==> config.mk <==
export PLATFORM = sky130hd
export DESIGN_NAME = ds_decim_ctrl
export DESIGN_NICKNAME = d
export VERILOG_FILES = /design/src/rtl/ds_pkg.sv /design/src/rtl/ds_clkdiv.sv /design/src/rtl/ds_decim_ctrl.sv
export SDC_FILE = /design/constraint.sdc
export NUM_CORES = 1
export LEC_CHECK = 0
export BUFFER_PORTS_ARGS = -buffer_cell sky130_fd_sc_hd__buf_2
export CAP_MARGIN = 10
export CORE_MARGIN = 5
export CORE_UTILIZATION = 41
export CTS_CLUSTER_DIAMETER = 150
export DETAILED_ROUTE_END_ITERATION = 10
export SETUP_SLACK_MARGIN = 0.1
export SLEW_MARGIN = 25
export SYNTH_ARGS = -nofsm -noshare
export SYNTH_HDL_FRONTEND = slang
export SYNTH_SLANG_ARGS = --single-unit
==> constraint.sdc <==
create_clock -name clk -period 3.4 [get_ports clk]
set_clock_uncertainty 0.2 [all_clocks]
set_input_delay 0.34 -clock clk [delete_from_list [all_inputs] [get_ports clk]]
set_output_delay 0.34 -clock clk [all_outputs]
set_load 0.005 [all_outputs]
==> src/rtl/ds_pkg.sv <==
// Shared types and constants for the delta-sigma decimation sequencer.
package ds_pkg;
  localparam int DS_W       = 20;
  localparam int DS_CNTW    = 16;
  localparam int SETTLE_DEF = 3;
  localparam int OSR_MIN    = 4;

  typedef enum logic [1:0] {DS_IDLE, DS_SETTLE, DS_RUN} ds_state_e;
endpackage

==> src/rtl/ds_clkdiv.sv <==
// Decimation clock divider. The div counter runs 0..osr_eff-1 while run is high.
// dclk rises as div wraps and falls at mid-period. strobe marks the mid-point of
// each dclk period, but only after the first dclk rise (the armed flag).
module ds_clkdiv import ds_pkg::*; #(
  parameter int CNTW = DS_CNTW
) (
  input  logic            clk,
  input  logic            rst_n,
  input  logic            run,
  input  logic [CNTW-1:0] osr_eff,
  output logic            dclk,
  output logic            strobe
);
  logic [CNTW-1:0] div;
  logic [CNTW-1:0] half;
  logic [CNTW-1:0] last;
  logic            armed;

  assign half   = osr_eff >> 1;
  assign last   = osr_eff - CNTW'(1);
  assign strobe = armed && (div == half);

  // Divider, dclk and armed flag; everything is held at zero while not running.
  always_ff @(posedge clk or negedge rst_n) begin
    if (!rst_n) begin
      div   <= '0;
      dclk  <= 1'b0;
      armed <= 1'b0;
    end else if (!run) begin
      div   <= '0;
      dclk  <= 1'b0;
      armed <= 1'b0;
    end else begin
      div <= (div == last) ? '0 : div + CNTW'(1);
      if (div == last) begin
        dclk  <= 1'b1;
        armed <= 1'b1;
      end else if (div == half - CNTW'(1)) begin
        dclk  <= 1'b0;
      end
    end
  end
endmodule

==> src/rtl/ds_decim_ctrl.sv <==
// Sequencer for the sinc3 decimation filter: drives dclk and the filter reset,
// discards the unsettled first outputs and presents samples on a valid/ready port.
// Optional macro DS_OVR_CNT_EN: enables the 8-bit saturating dropped-sample counter
// on ovr_cnt; without it ovr_cnt is tied to zero.
module ds_decim_ctrl import ds_pkg::*; #(
  parameter int W      = DS_W,
  parameter int CNTW   = DS_CNTW,
  parameter int SETTLE = SETTLE_DEF
) (
  input  logic            clk,
  input  logic            rst_n,
  input  logic            en,
  input  logic [CNTW-1:0] osr,
  input  logic [W-1:0]    filt_data,
  output logic            dclk,
  output logic            filt_rst_n,
  output logic [W-1:0]    m_data,
  output logic            m_valid,
  input  logic            m_ready,
  output logic            busy,
  output logic            overrun,
  output logic [7:0]      ovr_cnt
);
  localparam int SCW = $clog2(SETTLE + 1);

  ds_state_e       state;
  logic [CNTW-1:0] osr_eff;
  logic [SCW-1:0]  scnt;
  logic            run;
  logic            strobe;
  logic            start;
  logic            drop;

  // Divider runs only while active and still enabled, so it clears the cycle en drops.
  assign run   = (state != DS_IDLE) && en;
  assign start = (state == DS_IDLE) && en;
  assign drop  = (state == DS_RUN) && en && strobe && m_valid && !m_ready;

  ds_clkdiv #(.CNTW(CNTW)) u_clkdiv (
    .clk     (clk),
    .rst_n   (rst_n),
    .run     (run),
    .osr_eff (osr_eff),
    .dclk    (dclk),
    .strobe  (strobe)
  );

  // Main FSM with registered outputs: start-up, settle discard, sample hand-off.
  always_ff @(posedge clk or negedge rst_n) begin
    if (!rst_n) begin
      state      <= DS_IDLE;
      osr_eff    <= CNTW'(OSR_MIN);
      scnt       <= '0;
      filt_rst_n <= 1'b0;
      m_data     <= '0;
      m_valid    <= 1'b0;
      busy       <= 1'b0;
      overrun    <= 1'b0;
    end else if (start) begin
      state   <= DS_SETTLE;
      osr_eff <= (osr < CNTW'(OSR_MIN)) ? CNTW'(OSR_MIN) : osr;
      scnt    <= '0;
      busy    <= 1'b1;
      overrun <= 1'b0;
    end else if (state != DS_IDLE && !en) begin
      // Abort: any pending sample is lost and the filter goes back into reset.
      state      <= DS_IDLE;
      busy       <= 1'b0;
      m_valid    <= 1'b0;
      filt_rst_n <= 1'b0;
    end else if (state == DS_SETTLE) begin
      filt_rst_n <= 1'b1;
      if (strobe) begin
        if (scnt == SCW'(SETTLE - 1)) state <= DS_RUN;
        else                          scnt  <= scnt + SCW'(1);
      end
    end else if (state == DS_RUN) begin
      filt_rst_n <= 1'b1;
      if (strobe) begin
        if (!m_valid || m_ready) begin
          m_data  <= filt_data;
          m_valid <= 1'b1;
        end
        if (drop) overrun <= 1'b1;
      end else if (m_valid && m_ready) begin
        m_valid <= 1'b0;
      end
    end
  end

`ifdef DS_OVR_CNT_EN
  logic [7:0] ovr_cnt_q;

  // Saturating dropped-sample counter, cleared only when a new run starts.
  always_ff @(posedge clk or negedge rst_n) begin
    if (!rst_n)                          ovr_cnt_q <= '0;
    else if (start)                      ovr_cnt_q <= '0;
    else if (drop && ovr_cnt_q != 8'hFF) ovr_cnt_q <= ovr_cnt_q + 8'd1;
  end

  assign ovr_cnt = ovr_cnt_q;
`else
  assign ovr_cnt = 8'd0;
`endif
endmodule

# Word level (Yosys, flattened, before mapping)
# Index checks and enable logic that the tools add are counted.
# op_classes
eq_ne	13
magnitude_cmp	1
add_sub_neg	4
n_bitwise	3
muxes	35
reduce_logical	32
# op_table
op	n
$mux W16	3
$eq A16 B16 Y1	2
$mux W1	22
$mux W2	10
$add A16 B1 Y16 const B	1
$eq A16 B15 Y1	1
$lt A16 B3 Y1 const B	1
$sub A15 B1 Y16 const B	1
$sub A16 B1 Y16 const B	1
$reduce_bool A3 Y1	5
$reduce_bool A2 Y1	7
$ne A2 B2 Y1 const B	5
$reduce_and A5 Y1	2
$logic_and A1 B1 Y1	9
$reduce_and A6 Y1	1
$eq A2 B2 Y1 const B	2
$reduce_and A4 Y1	1
$logic_not A1 Y1	3
$ne A3 B1 Y1 const B	1
$ne A3 B3 Y1 const B	1
$not A1 Y1	3
$reduce_and A3 Y1	1
$add A2 B1 Y2 const B	1
$eq A2 B1 Y1 const B	1
other kinds (3)	3
# totals
word_cells	99
input_bits	40
ff_bits	62

# Depth between registers and ports, before layout
# Gate-level depths: netlist of run 1.
# depth
ltp_word	11
mapped_depth	10

# By module
# Synthesis of run 1 repeated with hierarchy kept, for this count alone.
# hier_totals
cells_unflattened	400
area_unflattened_um2	4060.1
# by_module_without_submodules
mod	instances	area_per_inst_um2	cells_per_inst
ds_decim_ctrl	1	2052.0	146
ds_clkdiv	1	2008.2	254

# Worst setup path before layout of run 1
# OpenSTA, ideal clock, no wires.
# synth_path
kind	register to register
start	reg osr_eff[8]
end	reg u_clkdiv.div[0]
setup_slack_ps	623
required_ps	3076
t_arrival_ps	2453
stages_incl_launch_ff	9
synth_period_minus_slack_ps	2777
path_buffers	2
path_cell_list	dfrtp_1 -> buf_6 -> or4_4 -> or4_1 -> or4_1 -> a211oi_1 -> a41o_2 -> buf_6 -> nor2_1
# synth_via
elab_chain_len	4
# synth_lines
element	line_no	source
start: declaration	ds_decim_ctrl.sv:27	logic [CNTW-1:0] osr_eff;
start signal: assignment	ds_decim_ctrl.sv:52	osr_eff <= CNTW'(OSR_MIN);
start signal: assignment	ds_decim_ctrl.sv:61	osr_eff <= (osr < CNTW'(OSR_MIN)) ? CNTW'(OSR_MIN) : osr;
$sub A16 B1 Y16	ds_clkdiv.sv:20	assign last = osr_eff - CNTW'(1);
$eq A16 B16 Y1	ds_clkdiv.sv:34	div <= (div == last) ? '0 : div + CNTW'(1);
$mux W16	ds_clkdiv.sv:34	
$mux W16	ds_clkdiv.sv:29	end else if (!run) begin
end signal: assignment	ds_clkdiv.sv:34	
end: declaration	ds_clkdiv.sv:14	logic [CNTW-1:0] div;
# No other way between the ends.
# A chain may end at the register's enable or synchronous reset.

# Worst setup path after layout of run 1
# layout_path
start	reg osr_eff[8]
end	reg u_clkdiv.div[15]
# The elaborated chain is that of the path after synthesis.

==> flow_summary.toml, run 1 <==
[outcome]
status = "finished, final reports clean"

[detailed_routing]
avgViaCountPerCell = 5.349
dr_total_vias = 3284
drt_wl_total_mm = 10.04
m1WireLength_mm = 4.404
highest_layer = "met4"
wl_met2_mm = 4.734
drtIter0Drc = 173
drc = 0
antenna_left = 0
wl_per_cell_microns = 16.36
drt_pass1_iterations = 5
wl_met3_microns = 701

[cells_and_area]
drive_above_1_share_pct = 27.65
num_antenna_cells = 0
final_cell_mix = "buf_2, dfrtp_1, nor2_1"
nets = 525
layout_commonest_cell = "buf_2"
final_cell_area_sq_um = 4584
synthToLayoutAreaGrowth_pct = 14.00
fill_cells = 924

[sta]
hold_ws_ps = 7.495
rsz0062_at_grt = "false"
relSlewSlack_pct = 52.12
tns_ps = 0
fin_crit_ps = 2958
slew_viol_final = 0
max_freq_mhz = 338.1
finalHoldViolCount = 0
worstMarginPinSlew_ps = 718.2
setup-violations-final = 0
post-route-period-util_pct = 87.00

[synth]
syn_avg_cell_area_sq_um = 9.737
postSynthCellCount = 413
ys_ff_latch = 62
yosysWarningCount = 0
synth_ff_type = "dfrtp_1"
synth-async-reset-ratio_pct = 100.0
synth_enable_flop_cells = 0
netlist_area_sq_um = 4021
yosysUniqueCellTypes = 66
synth_seq_area_share_pct = 38.61

[clock_tree]
insertion_delay_ps = 340
cts_root_buf = "clkbuf_8"
cts_resized = 0
numCtsBuffers = 9
cts_tree = "yes"
postCtsHoldBufs = 1
clock_path_buffers = 2
postCtsSetupRepairBufs = 0
path_clk_slew_ps = 70
htreeDepth = 3
cts.sinks = 62

[place]
gp_congestion = 0.9151
hpwl_mm = 7.862
place_area_sq_um = 4419
port_buffers = 64

[power]
powerDensity_nw_per_um2 = 641.3
leakage_uw = 0.002121
irDropWorstVdd_mv = 0.4622

[setup_path]
r2r_slack_ps = 440
cp-startpoint = "osr_eff[8]"
path_max_fanout = 15
crit_arrival_ps = 2970
reg2reg_to = "u_clkdiv.div[15]"
end_kind = "flip-flop"
r2r-start = "osr_eff[8]"
crit_path_end = "u_clkdiv.div[15]"
r2r_cells = 6
worstSetupStartpointType = "flip-flop"
criticalPathCategory = "flip-flop to flip-flop"
required_ps = 3410

[floorplanning]
dieArea_sq_um = 11890
top_level_ports = 73
start_util_pct = 41.52
die_y_microns = 109.0
rows = 36
die_x_microns = 109.0
coreArea_sq_um = 9684

[global_route]
grt.total_usage_pct = 17.81
grt_pass1_vias = 3332
grt_pass1_wl_mm = 16.52
antenna_found_initial = 0
grt_max_degree = 34
grt_overflow_total = 0

[run]
drv_cap = 0

[hold_path]
hold_path_class = "input pin to flip-flop"
## metal layers
layer / vias up / GRT usage, %
met3: 21 / 3.789
met5: - / 0
met4: 0 / 7.665
li1: 1575 / -
met2: 128 / 28.60
met1: 1560 / 23.18
## cell usage after synthesis, types with 6 or more instances
master	n	area share [%]
a21oi_1	14	1.7
and3_1	8	1.2
buf_4	12	2.2
buf_6	6	1.7
clkbuf_1	12	1.1
dfrtp_1	61	38
ha_1	8	2.5
inv_1	17	1.6
mux2_2	30	8.4
nand2_1	20	1.9
nand2b_1	9	1.4
nand3_1	12	1.5
nor2_1	34	3.2
nor4_1	12	1.9
o21ai_0	11	1.4
or3_1	6	0.93
xnor2_1	30	6.5
xor2_1	22	4.8
## sequential cells by signal, summed over array words and instances, names as in the netlist
signal	count
m_data	20
osr_eff	16
u_clkdiv.div	16
scnt	2
state	2
busy	1
filt_rst_n	1
m_valid	1
overrun	1
u_clkdiv.armed	1
u_clkdiv.dclk	1
## worst min path at each step
stage                  start  depth (start not counted)                to  slack [ps]
6_report              osr[1]                          3        osr_eff[1]           7
5_1_grt        filt_data[16]                          2        m_data[16]          20
4_1_cts               osr[1]                          3        osr_eff[1]         0.6
3_5_place_dp           rst_n                          1  u_clkdiv.div[11]         240
3_3_place_gp           rst_n                          1   u_clkdiv.div[9]         230
2_1_floorplan          rst_n                          0              busy        -160
## cell families after synthesis
| family | after synthesis | share of synthesized area, % |
|---|---|---|
| multiplexers | 35 | 9.645 |
| XOR/XNOR | 53 | 11.89 |
| AND/OR/NAND/NOR | 139 | 19.23 |
| adder cells (fa/ha/maj) | 8 | 2.489 |
| AO/OA/AOI/OAI | 65 | 10.98 |
| flip-flops | 62 | 38.61 |
| buffers and inverters | 50 | 7.063 |
| other | 1 | 0.09325 |
## worst max-delay path: stages (launching register included)
cell,delay [ps]
dfrtp_1,480
or4_4,530
or4_1,420
or4_1,440
a211oi_1,260
a41o_2,410
nor2_1,90
## through the flow
step | total power (uW) | instances | setup slack, ps | utilization, %
finish | 2940 | 614 | 442.1 | 47.34
detailed placement | 2408 | 598 | 419.0 | 45.63
CTS | 2950 | 614 | 426.3 | 47.34
global route | 3165 | 614 | 277.7 | 47.34
floorplan | 2089 | 420 | 622.8 | -
global placement | 2402 | 598 | 500.0 | 45.63
## power breakdown
part	internal, uW	switching [uW]	total, uW
registers	865	213	1080
clock network	255	273	528
logic	592	742	1330
total	1710	1230	2940
## cell type report
| class | instances | area [sq um] | area share, % |
|---|---|---|---|
| Clock buffer | 10 | 127.6 | 2.784 |
| Inverter | 17 | 63.81 | 1.392 |
| Sequential cell | 62 | 1553 | 33.87 |
| Timing Repair Buffer | 79 | 435.4 | 9.498 |
| Clock inverter | 5 | 27.53 | 0.6004 |
| Tap cell | 133 | 166.4 | 3.630 |
| Multi-Input combinational cell | 308 | 2211 | 48.23 |
Power figures use the tool's default switching activity.
==> run 2, diff against run 1 <==
--- a/config.mk
+++ b/config.mk
@@ -11,6 +11,7 @@
 export CORE_UTILIZATION = 41
 export CTS_CLUSTER_DIAMETER = 150
 export DETAILED_ROUTE_END_ITERATION = 10
+export RECOVER_POWER = 100
 export SETUP_SLACK_MARGIN = 0.1
 export SLEW_MARGIN = 25
 export SYNTH_ARGS = -nofsm -noshare
==> flow_summary.toml, run 2 (synthesis gave the netlist of run 1 again) <==
[outcome]
status = "finished, violations left"
violations = "max-capacitance violations, max-slew violations"

[clock_tree]
path_clk_slew_ps = 70
cts.sinks = 62
cts_root_buf = "clkbuf_8"
insertion_delay_ps = 330
htreeDepth = 3
postCtsSetupRepairBufs = 0
cts_tree = "yes"
numCtsBuffers = 9
clock_path_buffers = 2

[global_route]
grt.total_usage_pct = 17.81
antenna_found_initial = 0
grt_max_degree = 34
grt_overflow_total = 0
grt_pass1_vias = 3332
grt_pass1_wl_mm = 16.52

[cells_and_area]
fill_cells = 942
layout_commonest_cell = "dfrtp_1"
multi_input_area_sq_um = 2201
final_cell_mix = "dfrtp_1, buf_2, nor2_1"
largest_reg_flops = 20
seqCellArea_sq_um = 1553
synthToLayoutAreaGrowth_pct = 12.82
num_antenna_cells = 0
drive_above_1_share_pct = 22.45
largestRegisters = "m_data x20, osr_eff x16, u_clkdiv.div x16"
top_register = "m_data"
nets = 525

[detailed_routing]
avgViaCountPerCell = 5.420
drt_wl_total_mm = 9.973
antenna_left = 0
drc = 0
drt_pass1_iterations = 5
wl_per_cell_microns = 16.24
dr_total_vias = 3328
drtIter0Drc = 184

[sta]
hold_ws_ps = 13.78
worstMarginPinSlew_ps = 1680
relSlewSlack_pct = -12.02
rsz0062_at_grt = "false"
finalHoldViolCount = 0
fin_crit_ps = 3003
setup-violations-final = 0
post-route-period-util_pct = 88.32
max_freq_mhz = 333.0
slew_viol_final = 34
tns_ps = 0

[setup_path]
crit_path_end = "u_clkdiv.div[15]"
worstSetupStartpointType = "flip-flop"
r2r_cells = 6
r2r_slack_ps = 400
crit_arrival_ps = 3010
end_kind = "flip-flop"
r2r-start = "osr_eff[8]"
criticalPathCategory = "flip-flop to flip-flop"
required_ps = 3410
cp-startpoint = "osr_eff[8]"
reg2reg_to = "u_clkdiv.div[15]"
path_max_fanout = 15

[floorplanning]
start_util_pct = 41.52
die_x_microns = 109.0
dieArea_sq_um = 11890
top_level_ports = 73
die_y_microns = 109.0
coreArea_sq_um = 9684
rows = 36

[power]
leakage_uw = 0.002029
powerDensity_nw_per_um2 = 643.6
irDropWorstVdd_mv = 0.4552

[hold_path]
hold_path_class = "input pin to flip-flop"

[place]
gp_congestion = 0.9151
hpwl_mm = 7.862
port_buffers = 64

[run]
drv_cap = 1
## run 2: worst min path at each step
stage / from / to / slack, ps / depth (start not counted)
4_1_cts: osr[1] / osr_eff[1] / 0.6 / 3
2_1_floorplan: rst_n / busy / -160 / 0
5_1_grt: filt_data[16] / m_data[16] / 20 / 2
3_5_place_dp: rst_n / u_clkdiv.div[11] / 240 / 1
3_3_place_gp: rst_n / u_clkdiv.div[9] / 230 / 1
6_report: osr[1] / osr_eff[1] / 10 / 3
## run 2: final cells by class
cell class / count / area share [%]
sequential: 62 / 34.23
multi-input combinational: 308 / 48.51
timing repair buffer: 79 / 8.770
clock buffer: 10 / 2.813
inverter: 17 / 1.407
tap: 133 / 3.668
clock inverter: 5 / 0.6067
## run 2: metal layers
metal  vias to the layer above  GRT usage (%)  wire, microns
li1                       1579              -              -
met5                         -              0              0
met1                      1586          23.18           4318
met4                         0          7.665            228
met3                        24          3.789            710
met2                       139          28.60           4716
## run 2: repair_timing
action                                  CTS  global route
hold buffers                              1             0
gates resized for setup                   0             0
endpoints found under the hold margin    31             0
endpoints found under the setup margin    0             0
## run 2: where the power goes
part,internal [uW],total [uW],switching [uW],leakage [uW]
Combinational,580,1320,740,0.00112
Clock,255,524,270,0.0000817
Sequential,865,1080,211,0.000822
## run 2: per-stage QoR
stage	util, %	setup slack (ps)	cells	total power [uW]	area [sq um]
5_1_grt	46.85	262.7	614	3149	4537
4_1_cts	47.34	426.3	614	2950	4584
3_5_place_dp	45.63	419.0	598	2408	4419
2_1_floorplan	-	622.8	420	2089	4048
3_3_place_gp	45.63	500.0	598	2402	4419
6_report	46.85	397.0	614	2920	4537
## run 2: critical path, cell delays in order, from the launching register on
cell	delay, ps
dfrtp_1	480
or4_1	560
or4_1	430
or4_1	440
a211oi_1	260
a41o_2	410
nor2_1	100
==> run 3, diff against run 2 <==
--- a/config.mk
+++ b/config.mk
@@ -5,14 +5,16 @@
 export SDC_FILE = /design/constraint.sdc
 export NUM_CORES = 1
 export LEC_CHECK = 0
+export ABC_AREA = 1
 export BUFFER_PORTS_ARGS = -buffer_cell sky130_fd_sc_hd__buf_2
 export CAP_MARGIN = 10
 export CORE_MARGIN = 5
 export CORE_UTILIZATION = 41
 export CTS_CLUSTER_DIAMETER = 150
 export DETAILED_ROUTE_END_ITERATION = 10
+export GPL_TIMING_DRIVEN = 0
 export RECOVER_POWER = 100
-export SETUP_SLACK_MARGIN = 0.1
+export SETUP_SLACK_MARGIN = 0.3
 export SLEW_MARGIN = 25
 export SYNTH_ARGS = -nofsm -noshare
 export SYNTH_HDL_FRONTEND = slang
==> flow_summary.toml, run 3 <==
[setup_path]
path_max_fanout = 10
worstSetupStartpointType = "flip-flop"
end_kind = "flip-flop"
cp_cell_sequence = "inv_1 > ha_1 > nand2_1 > nor2_1 > o21ai_0 > nand2_1 > nand2_1 > nor2_1 > nand3_1 > nor2_1 > nand3_1 > nand2_4 > buf_8 > nor2_1"
critical-path-top-delay-family = "simple AND/OR/NAND/NOR gates"
critPathBufInv = 2
crit_arrival_ps = 3060
slowest_stage = "dfrtp_1"
required_ps = 3430
criticalPathCategory = "flip-flop to flip-flop"
slowest_delay_ps = 410
r2r_slack_ps = 370
cpMostUsedCell = "nor2_1"

[global_route]
grt_pass1_wl_mm = 18.78
grt_pass1_vias = 3795
grt.total_usage_pct = 18.74
grt_use_met3_pct = 4.203
use_met1_pct = 25.21
grt_max_degree = 42
grt_overflow_total = 0
antenna_found_initial = 0
grt-busiest-layer = "met2"
grt_use_met2_pct = 29.55

[cells_and_area]
seqCellArea_sq_um = 1553
nets = 728
drive_above_1_share_pct = 15.79
num_antenna_cells = 0
top_register = "m_data"
multi_input_area_sq_um = 2220
final_cell_mix = "nand2_1, nor2_1, nand3_1, dfrtp_1, inv_1"
largest_reg_flops = 20
largestRegisters = "m_data x20, osr_eff x16, u_clkdiv.div x16"
synthToLayoutAreaGrowth_pct = 15.85
layout_commonest_cell = "nand2_1"
fill_cells = 1069

[clock_tree]
cts_tree = "yes"
clock_path_buffers = 2
insertion_delay_ps = 350
cts_root_buf = "clkbuf_8"
numCtsBuffers = 9
htreeDepth = 3
cts.sinks = 62
path_clk_slew_ps = 70

[synth]
yosysWarningCount = 0
synth-async-reset-ratio_pct = 100.0
yosysUniqueCellTypes = 34
netlist_area_sq_um = 4200
synth_ff_type = "dfrtp_1"
synth_area_leaders = "dfrtp_1, nand2_1, nand3_1, inv_1, nor2_1"
syn_avg_cell_area_sq_um = 7.059
synthTopCellsByCount = "nand2_1, dfrtp_1, nand3_1, inv_1, nor2_1"
synth_seq_area_share_pct = 36.97
yosysMostFrequentCell = "nand2_1"
synth.top_cell.area_share_pct = 36.34
yosysTopAreaCell = "dfrtp_1"
postSynthCellCount = 595
ys_ff_latch = 62
synth_enable_flop_cells = 0

[sta]
slew_viol_final = 0
relSlewSlack_pct = 17.89
setup-violations-final = 0
rsz0062_at_grt = "false"
post-route-period-util_pct = 89.19
worstMarginPinSlew_ps = 1232
fin_crit_ps = 3032
max_freq_mhz = 329.8
tns_ps = 0
finalHoldViolCount = 0
setup_slack_ps = 367.6

[power]
powerDensity_nw_per_um2 = 680.6
leakage_uw = 0.002504
irDropWorstVdd_mv = 0.2719

[detailed_routing]
wl_per_cell_microns = 13.83
avgViaCountPerCell = 4.784
antenna_left = 0
drt_pass1_iterations = 4
drtIter0Drc = 140
drc = 0
dr_total_vias = 3923
drt_wl_total_mm = 11.34

[floorplanning]
dieArea_sq_um = 12370
die_x_microns = 111.2
die_y_microns = 111.2
coreArea_sq_um = 10140
start_util_pct = 41.43
top_level_ports = 73
rows = 37

[place]
pre_cts_slack_ps = 619.8
gp_congestion = 0.9093
hpwl_mm = 9.044
port_buffers = 64

[hold_path]
hold_path_class = "input pin to flip-flop"

[outcome]
status = "finished, final reports clean"

[run]
drv_cap = 0
run 3: cell types whose count changed after synthesis, sizes merged, moves of 11 or more:
cell and delta:
nor2 +42, nand2 +180, mux2 -30, nand3 +49
inv +44, o21ai +13, xnor2 -11
run 3: repair_timing:
item | CTS | global route
resized for setup | 0 | 0
hold buffers | 2 | 0
hold endpoints to repair | 22 | 0
setup buffers | 0 | 0
run 3: logic make-up (layout without fill, tap and decap cells):
| kind of cell | after synthesis | count (layout) | share of synthesized area (%) |
|---|---|---|---|
| other | 1 | 8 | 0.08928 |
| DFF | 62 | 62 | 36.97 |
| adders and majority gates | 8 | 8 | 2.383 |
| AOI/OAI and AO/OA | 34 | 34 | 4.230 |
| xor gates and xnor gates | 39 | 39 | 8.132 |
| and+or+nand+nor | 361 | 361 | 38.25 |
| buffers and inverters | 90 | 172 | 9.949 |
run 3: worst paths after layout:
kind	startpoint	to	cells past startpoint
worst max register to register	osr_eff[1]	u_clkdiv.div[14]	14
min in group asynchronous	rst_n	scnt[0]	2
worst min register to register	m_data[2]	m_data[2]	2
max in group asynchronous	rst_n	u_clkdiv.div[9]	3
worst min-delay path	osr[9]	osr_eff[9]	3
worst max-delay path	osr_eff[1]	u_clkdiv.div[14]	14
run 3: metrics by stage:
step / power [uW] / utilization (%) / hold slack (ps) / std cells / instance area [sq um]
after detailed placement: 2694 / 46.75 / 61.40 / 803 / 4740
after global routing: 3599 / 47.99 / 6.919 / 820 / 4866
after CTS: 3349 / 48.72 / 0.1952 / 820 / 4940
final: 3312 / 47.99 / 14.40 / 820 / 4866
after global placement: 2673 / 46.53 / 251.5 / 802 / 4717
after floorplan: 2271 / - / -155.6 / 602 / 4227
run 3: layer usage:
layer	part of all wire, %	up-vias
li1	-	2016
met1	45	1782
met2	46	102
met3	5.6	23
met4	2.8	0
met5	0	-
run 3: power breakdown:
part	internal [uW]	leakage (uW)	switching [uW]
clock	334	0.0000931	309
combinational	587	0.00158	1030
sequential	881	0.000826	171
total	1800	0.00250	1510
run 3: worst reg2reg max path: cells and delay by family (launching register included):
family	cells	cell delay [ps]
buf+inv	2	340
compound gates	1	150
fa+ha+maj	1	290
simple gates	10	1550
flops	1	410
run 3: layout make-up:
class / count / area share, %
Inverter: 61 / 4.706
Timing Repair Buffer: 67 / 6.711
Clock inverter: 4 / 1.003
Clock buffer: 11 / 2.700
Sequential cell: 62 / 31.91
Multi-Input combinational cell: 450 / 45.62
Tap cell: 136 / 3.497
Buffer: 29 / 3.857
